### config.mk
export PLATFORM = sky130hd
export DESIGN_NAME = parity_serial_rx
export DESIGN_NICKNAME = d
export VERILOG_FILES = /design/src/rtl/parity_rx_pkg.sv /design/src/rtl/serial_parity_acc.sv /design/src/rtl/parity_serial_rx.sv
export SDC_FILE = /design/constraint.sdc
export NUM_CORES = 1
export LEC_CHECK = 0
export ABC_AREA = 0
export CAP_MARGIN = 5
export CORE_AREA = 2 2 49 96
export CTS_CLUSTER_DIAMETER = 50
export CTS_CLUSTER_SIZE = 16
export DETAILED_ROUTE_END_ITERATION = 8
export DIE_AREA = 0 0 51 98
export PLACE_DENSITY = 0.48
export SYNTH_ARGS = -nofsm -noshare
export SYNTH_HDL_FRONTEND = slang
export SYNTH_SLANG_ARGS = --single-unit
export TNS_END_PERCENT = 30
### constraint.sdc
create_clock -name clk -period 3.57 [get_ports clk]
set_clock_uncertainty 0.1 [all_clocks]
set_input_delay 0.714 -clock clk [delete_from_list [all_inputs] [get_ports clk]]
set_output_delay 0.714 -clock clk [all_outputs]
set_load 0.05 [all_outputs]
### src/rtl/parity_rx_pkg.sv
// -----------------------------------------------------------------------------
// parity_rx_pkg
// Shared definitions for the parity-protected serial link receiver.
//   rx_state_t     : receiver FSM states
//   START_BIT      : line level that marks the start of a frame
//   STOP_BIT       : line level required in the stop-bit slot
//   DATA_W_DEFAULT : default number of data bits per frame
// -----------------------------------------------------------------------------
package parity_rx_pkg;

   localparam logic START_BIT      = 1'b0;
   localparam logic STOP_BIT       = 1'b1;
   localparam int   DATA_W_DEFAULT = 8;

   typedef enum logic [2:0] {
      IDLE      = 3'd0,
      DATA      = 3'd1,
      PARITY    = 3'd2,
      STOP      = 3'd3,
      DONE      = 3'd4,
      WAIT_IDLE = 3'd5
   } rx_state_t;

endpackage

### src/rtl/serial_parity_acc.sv
// -----------------------------------------------------------------------------
// serial_parity_acc
// Running-XOR register for serial parity. Shared by transmitter and receiver.
// Ports:
//   clk_i    : clock, rising edge
//   rst_i    : synchronous active-high reset (clears the accumulator)
//   clr_i    : synchronous clear, has priority over en_i
//   en_i     : fold bit_i into the running parity this cycle
//   bit_i    : serial bit to accumulate
//   parity_o : current running parity (XOR of all accumulated bits)
// -----------------------------------------------------------------------------
module serial_parity_acc (
   input  logic clk_i,
   input  logic rst_i,
   input  logic clr_i,
   input  logic en_i,
   input  logic bit_i,
   output logic parity_o
);

   logic parity_q;
   logic parity_d;

   always_comb begin
      parity_d = parity_q;
      if (clr_i) begin
         parity_d = 1'b0;
      end else if (en_i) begin
         parity_d = parity_q ^ bit_i;
      end
   end

   always_ff @(posedge clk_i) begin
      if (rst_i) begin
         parity_q <= 1'b0;
      end else begin
         parity_q <= parity_d;
      end
   end

   assign parity_o = parity_q;

endmodule

### src/rtl/parity_serial_rx.sv
// -----------------------------------------------------------------------------
// parity_serial_rx
// Serial frame receiver with even-parity check, one bit per clock.
// Frame: start(0), DATA_W data bits LSB first, even parity bit, stop(1).
// Ports:
//   clk        : system clock, rising edge
//   reset      : synchronous active-high reset
//   in         : serial line, synchronised to clk, idles high
//   out_byte   : last accepted data word (valid with done)
//   done       : one-cycle strobe for each accepted frame
//   parity_err : (only with PARITY_ERR_OUT_EN) flags done for a frame whose
//                parity failed; 0 whenever done=0
//   state_o    : debug view of the FSM state (rx_state_t encoding)
// Build option PARITY_ERR_OUT_EN: when defined, parity failures are delivered
// with parity_err=1; when undefined they are dropped silently.
// Handshake: no backpressure. done is a single-cycle strobe; out_byte is
// meaningful in that cycle and holds its value until the next accepted frame.
// -----------------------------------------------------------------------------
module parity_serial_rx
   import parity_rx_pkg::*;
#(
   parameter int DATA_W = DATA_W_DEFAULT
) (
   input  logic              clk,
   input  logic              reset,
   input  logic              in,
   output logic [DATA_W-1:0] out_byte,
   output logic              done,
`ifdef PARITY_ERR_OUT_EN
   output logic              parity_err,
`endif
   output logic [2:0]        state_o
);

   localparam int CNT_W = (DATA_W > 1) ? $clog2(DATA_W) : 1;
   localparam logic [CNT_W-1:0] LAST_BIT = CNT_W'(DATA_W - 1);

   rx_state_t         state_q, state_d;
   logic [CNT_W-1:0]  cnt_q, cnt_d;
   logic [DATA_W-1:0] shift_q, shift_d;
   logic [DATA_W-1:0] out_byte_q, out_byte_d;
   logic              done_q, done_d;
`ifdef PARITY_ERR_OUT_EN
   logic              perr_q, perr_d;
`endif

   logic acc_clr;
   logic acc_en;
   logic acc_parity;

   serial_parity_acc u_acc (
      .clk_i    (clk),
      .rst_i    (reset),
      .clr_i    (acc_clr),
      .en_i     (acc_en),
      .bit_i    (in),
      .parity_o (acc_parity)
   );

   always_comb begin
      state_d    = state_q;
      cnt_d      = cnt_q;
      shift_d    = shift_q;
      out_byte_d = out_byte_q;
      acc_clr    = 1'b0;
      acc_en     = 1'b0;
`ifdef PARITY_ERR_OUT_EN
      perr_d     = 1'b0;
`endif

      case (state_q)
         IDLE: begin
            if (in == START_BIT) begin
               state_d = DATA;
               cnt_d   = '0;
               acc_clr = 1'b1;
            end
         end

         DATA: begin
            // LSB-first: each new bit enters at the MSB and moves down.
            shift_d             = shift_q >> 1;
            shift_d[DATA_W-1]   = in;
            acc_en              = 1'b1;
            if (cnt_q == LAST_BIT) begin
               state_d = PARITY;
            end else begin
               cnt_d = cnt_q + 1'b1;
            end
         end

         PARITY: begin
            // After this bit the accumulator is 0 for an even-parity frame.
            acc_en  = 1'b1;
            state_d = STOP;
         end

         STOP: begin
            if (in == STOP_BIT) begin
               if (!acc_parity) begin
                  state_d    = DONE;
                  out_byte_d = shift_q;
               end else begin
`ifdef PARITY_ERR_OUT_EN
                  state_d    = DONE;
                  out_byte_d = shift_q;
                  perr_d     = 1'b1;
`else
                  state_d    = IDLE;
`endif
               end
            end else begin
               state_d = WAIT_IDLE;
            end
         end

         DONE: begin
            // A low line here is the next start bit (back-to-back frames).
            if (in == START_BIT) begin
               state_d = DATA;
               cnt_d   = '0;
               acc_clr = 1'b1;
            end else begin
               state_d = IDLE;
            end
         end

         WAIT_IDLE: begin
            // Line must return high before a new start bit is honoured.
            if (in == STOP_BIT) begin
               state_d = IDLE;
            end
         end

         default: begin
            state_d = IDLE;
         end
      endcase

      done_d = (state_d == DONE);
   end

   always_ff @(posedge clk) begin
      if (reset) begin
         state_q    <= IDLE;
         cnt_q      <= '0;
         shift_q    <= '0;
         out_byte_q <= '0;
         done_q     <= 1'b0;
`ifdef PARITY_ERR_OUT_EN
         perr_q     <= 1'b0;
`endif
      end else begin
         state_q    <= state_d;
         cnt_q      <= cnt_d;
         shift_q    <= shift_d;
         out_byte_q <= out_byte_d;
         done_q     <= done_d;
`ifdef PARITY_ERR_OUT_EN
         perr_q     <= perr_d;
`endif
      end
   end

   assign out_byte = out_byte_q;
   assign done     = done_q;
   assign state_o  = state_q;
`ifdef PARITY_ERR_OUT_EN
   assign parity_err = perr_q;
`endif

endmodule

==> reports/results.ini, run 1 <==
[sta]
final.setup.tns_ps=0
period_needed_ps=2620
hold_violations=0
setup_ws_ps=948
final_max_slew_viol_count=0
max_freq_mhz=381
rsz0062_at_grt=false
hold_slack_ps=356
tightest_slew_ps=807
fin_crit_sh=0.734
setup_viol=0
slew_headroom=0.460

[global_routing]
use_met2=0.151
antenna_found_initial=0
grt_pass1_wl_um=3330
grt_pass1_vias=760
use_met1=0.0924
grt-ovfl-total=0
grt.busiest_layer=met2
grt_max_degree=24
grt_usage=0.0849
met3_usage=0.0138

[synth]
synth_xor_area_frac=0.0158
yosys-top-cells-area=dfxtp_1 (47%), mux2i_1 (8.7%), nand2_1 (5.8%), a21oi_1 (4.9%), ha_1 (4.9%)
async_flop_share=0
synthFlopType=dfxtp_1
yosysWarningCount=0
synth_area_um2=1030
yosysUniqueCellTypes=27
synth-seq-cells=24
synth_top_area_frac=0.467
seq_area_frac_synth=0.467
syn_area_per_cell_um2=9.45
synthAdderAreaFrac=0.0486
yosysMostFrequentCell=dfxtp_1
synth_top_family_by_area=simple AND/OR/NAND/NOR gates
syn-num-nets=116
yosys.area.top_type=dfxtp_1
synth-compound-area-share=0.119
yosys.area_share.simple=0.215
synthCells=109
ys_top_cells_by_count=dfxtp_1 (24), nand2_1 (16), nor2_1 (11), a21oi_1 (10), mux2i_1 (9)
synthMuxAreaShare=0.0875
synth_edf_count=0

[min_path]
hold_class=reg -> reg
hp-start=out_byte[7]

[floorplanning]
die_area_um2=5000
die_w_um=51
die_y_um=98
rows=34
start_util=0.240
coreArea_um2=4300
io_pins=15

[detailed_routing]
routed_wl_um=1920
routedWlPerCell_um=10.9
drc_errors=0
drtIter0Drc=13
ant_nets=0
route.detailed.vias_per_inst=4.37
vias=765
firstDrtPassIters=3

[power]
power_leakage_nw=0.460
swShare=0.215
ir_worst_vdd_uv=130
power_density_nw_per_um2=390
internal_power_mw=0.386
p_seq_frac=0.563
comb_power_share=0.072
pwr-share-clk=0.364
p_sw_mw=0.105

[setup_path]
crit_family=buffers and inverters
cp-end-kind=output pin
worstPathCellList=clkdlybuf4s50_1
critPathMaxStageDelay_ps=910
setup.worst_path.class=reg -> out
critPathSlowestCell=clkdlybuf4s50_1
cp.arrival_ps=1810
crit_path_start=state_o[1]
cp-start-kind=flip-flop
worst-path-buf-inv=1
path_max_fanout=14
worstPathRequired_ps=2760
r2r-start=cnt_q[0]

[clock_tree]
cts_tree=done
path_clk_slew_ps=80
cts-root-buf=clkbuf_8
htreeDepth=1
numCtsBuffers=3
hold_buffers=0
clock_sinks=24
post_cts_buffers=0
clockBufferDepth=2
ctsResizeCount=0
clk_latency_ps=260

[place]
hpwlAfterDp_um=1440
place_area_um2=1200
portBuffers=14
place.gp.congestion=0.740
dp_slack_ps=1150

[finish]
antennaDiodeCount=0
drive_gt1_frac=0.0744
syn2layout_area_growth_pct=22.2
nets=129
final_area_um2=1260

[run_status]
status=complete, no violations

[run]
max-cap-violations=0

path summary, 6_finish.rpt:
| check | to | slack, ps | depth (start not counted) |
|---|---|---|---|
| max reg2reg | cnt_q[2] | 1890 | 5 |
| min reg2reg | out_byte[7] | 360 | 2 |
| max | state_o[1] | 950 | 1 |
| min | out_byte[7] | 360 | 2 |
cell type report:
type | instances | area, µm²
Fill cell | 473 | 3040
Multi-Input combinational cell | 76 | 500
Sequential cell | 24 | 480
Timing Repair Buffer | 15 | 148
Tap cell | 54 | 67.6
Clock buffer | 4 | 55.1
Inverter | 2 | 7.51
sequential cells by signal, summed over array words and instances (netlist names):
register	count
state_o	3
cnt_q	3
done	1
out_byte	8
shift_q	8
u_acc.parity_o	1
routing by layer:
metal	up-vias	wire length, µm
li1	395	-
met1	357	766
met2	11	1060
met4	0	31
met5	-	0
met3	2	61
kinds of logic (layout without fill, tap and decap cells):
kind of cell | Yosys count | after routing
adder cells (fa/ha/maj) | 4 | 4
flip-flops | 24 | 24
AO/OA/AOI/OAI | 19 | 19
buffers and inverters | 9 | 21
AND/OR/NAND/NOR | 43 | 43
multiplexers | 9 | 9
XOR/XNOR | 1 | 1
power by group through the flow:
stage | registers (mW) | clock network, mW | logic [mW]
floorplan | 0.283 | 0 | 0.0261
global placement | 0.283 | 0 | 0.0353
detailed placement | 0.283 | 0 | 0.0362
CTS | 0.277 | 0.187 | 0.0362
global route | 0.278 | 0.195 | 0.0399
finish | 0.277 | 0.179 | 0.0356
through the flow:
stage	power, mW	std cells	util
final	0.491	175	0.293
after global routing	0.512	175	0.293
after CTS	0.500	175	0.293
after detailed placement	0.319	171	0.280
after global placement	0.318	171	0.280
after floorplan	0.309	109	-
placed cells by master, fill, tap and decap left out:
| cell type | n |
|---|---|
| clkdlybuf4s50_1 | 14 |
| ha_1 | 4 |
| a221oi_2 | 1 |
| nor3b_2 | 1 |
| nand4b_1 | 1 |
| and4b_1 | 1 |
| clkbuf_8 | 4 |
| nor3_1 | 4 |
| nor4b_2 | 1 |
| o21ai_0 | 3 |
| xnor2_2 | 1 |
| buf_4 | 1 |
| nor4_1 | 1 |
| dfxtp_1 | 24 |
| a21oi_1 | 10 |
| o21a_1 | 2 |
| nor2_1 | 11 |
| nor3b_1 | 2 |
| nor2b_1 | 3 |
| nand2_1 | 16 |
| o311a_1 | 1 |
| inv_1 | 2 |
| nand2b_1 | 1 |
| a22o_1 | 2 |
| and2b_1 | 1 |
| mux2i_1 | 9 |
No activity file was read; power rests on OpenSTA's default activity.
==> run 2, diff against run 1 <==
--- a/config.mk
+++ b/config.mk
@@ -12,7 +12,7 @@
 export CTS_CLUSTER_SIZE = 16
 export DETAILED_ROUTE_END_ITERATION = 8
 export DIE_AREA = 0 0 51 98
-export PLACE_DENSITY = 0.48
+export PLACE_DENSITY = 0.49
 export SYNTH_ARGS = -nofsm -noshare
 export SYNTH_HDL_FRONTEND = slang
 export SYNTH_SLANG_ARGS = --single-unit
==> constraint.sdc (replaced) <==
create_clock -name clk -period 2.2 [get_ports clk]
set_clock_uncertainty 0.1 [all_clocks]
set_input_delay 0.44 -clock clk [delete_from_list [all_inputs] [get_ports clk]]
set_output_delay 0.44 -clock clk [all_outputs]
set_load 0.05 [all_outputs]
==> reports/results.ini, run 2 (synthesized netlist as in run 1, its figures left out) <==
[run_status]
status=complete, no violations

[sta]
setup_viol=0
slew_headroom=0.642
tightest_slew_ps=536
period_needed_ps=1940
hold_violations=0
rsz0062_at_grt=false
fin_crit_sh=0.882
final.setup.tns_ps=0
final_max_slew_viol_count=0
max_freq_mhz=515

[detailed_routing]
drtIter0Drc=9
routedWlPerCell_um=11.2
vias=781
ant_nets=0
drc_errors=0
route.detailed.vias_per_inst=4.39
firstDrtPassIters=4
routed_wl_um=1990

[clock_tree]
clock_sinks=24
hold_buffers=0
path_clk_slew_ps=80
clk_latency_ps=260
numCtsBuffers=3
cts_tree=done
clockBufferDepth=2
post_cts_buffers=0
cts-root-buf=clkbuf_8
ctsResizeCount=0
htreeDepth=1

[place]
place_inst=174
hpwlAfterDp_um=1550
place.gp.congestion=0.723
portBuffers=14

[power]
power_density_nw_per_um2=628
ir_worst_vdd_uv=234
power_leakage_nw=0.480
finalPower_mw=0.800

[floorplanning]
die_area_um2=5000
die_y_um=98
start_util=0.240
coreArea_um2=4300
io_pins=15
die_w_um=51
rows=34

[setup_path]
crit_family=buffers and inverters
critPathSlowestCell=clkdlybuf4s50_1
worstPathRequired_ps=1660
cp.arrival_ps=1400
cp-start-kind=flip-flop
worst-path-buf-inv=1
critPathMaxStageDelay_ps=800
worstPathCellList=clkdlybuf4s50_1
path_max_fanout=2
setup.worst_path.class=reg -> out
cp-end-kind=output pin

[min_path]
hold_class=reg -> reg

[global_routing]
met3_usage=0.0138
use_met2=0.167
use_met1=0.0932
grt.busiest_layer=met2
antenna_found_initial=0
grt-ovfl-total=0
grt_pass1_wl_um=3540
grt_pass1_vias=807
grt_max_degree=15
grt_usage=0.0900

[finish]
syn2layout_area_growth_pct=23.7
final_cell_mix=dfxtp_1 (24), nand2_1 (16), nor2_1 (11), clkdlybuf4s50_1 (11), a21oi_1 (10)
final.fill_count=458
antennaDiodeCount=0
layout_commonest_cell=dfxtp_1
nets=132
fin_cells=178
drive_gt1_frac=0.121

[run]
max-cap-violations=0

run 2: cell types whose count changed in the layout (fill, tap and decap cells not counted):
| cell | delta |
|---|---|
| buf_4 | +6 |
| clkdlybuf4s50_1 | -3 |
run 2: worst register-to-register path, stage by stage (launching register included):
cell	delay [ps]
dfxtp_1	340
ha_1	200
ha_1	250
and2b_1	220
a221oi_2	290
nor2b_1	150
run 2: final cells by class:
cell class,instances,area [µm²],share of cell area
inverter,2,7.51,0.00589
multi-input combinational,76,500,0.393
sequential,24,480,0.377
tap,54,67.6,0.0530
clock buffer,4,55.1,0.0432
timing repair buffer,18,163,0.128
run 2: power by group:
group / internal [mW] / total (mW) / switching, mW
clock: 0.159 / 0.289 / 0.129
combinational: 0.0296 / 0.0622 / 0.0325
sequential: 0.440 / 0.449 / 0.00842
run 2: stage by stage:
stage,instance area [µm²],setup slack [ps],hold slack (ps),utilization
floorplan,1030,578,331,-
CTS,1270,239,357,0.296
detailed placement,1220,236,346,0.284
finish,1270,259,353,0.296
global route,1270,206,374,0.296
global placement,1220,267,347,0.284
run 2: path summary, 6_finish.rpt:
kind	startpoint	endpoint	slack (ps)	cells after the start
setup / recovery	out_byte[6]	out_byte[6]	260	1
setup reg to reg	cnt_q[0]	state_o[0]	580	5
hold / removal	out_byte[0]	out_byte[0]	350	2
hold reg to reg	out_byte[0]	out_byte[0]	350	2
run 2: layer usage:
layer | part of all wire | up-vias
li1 | - | 404
met1 | 0.41 | 363
met2 | 0.55 | 12
met3 | 0.028 | 2
met4 | 0.018 | 0
met5 | 0 | -
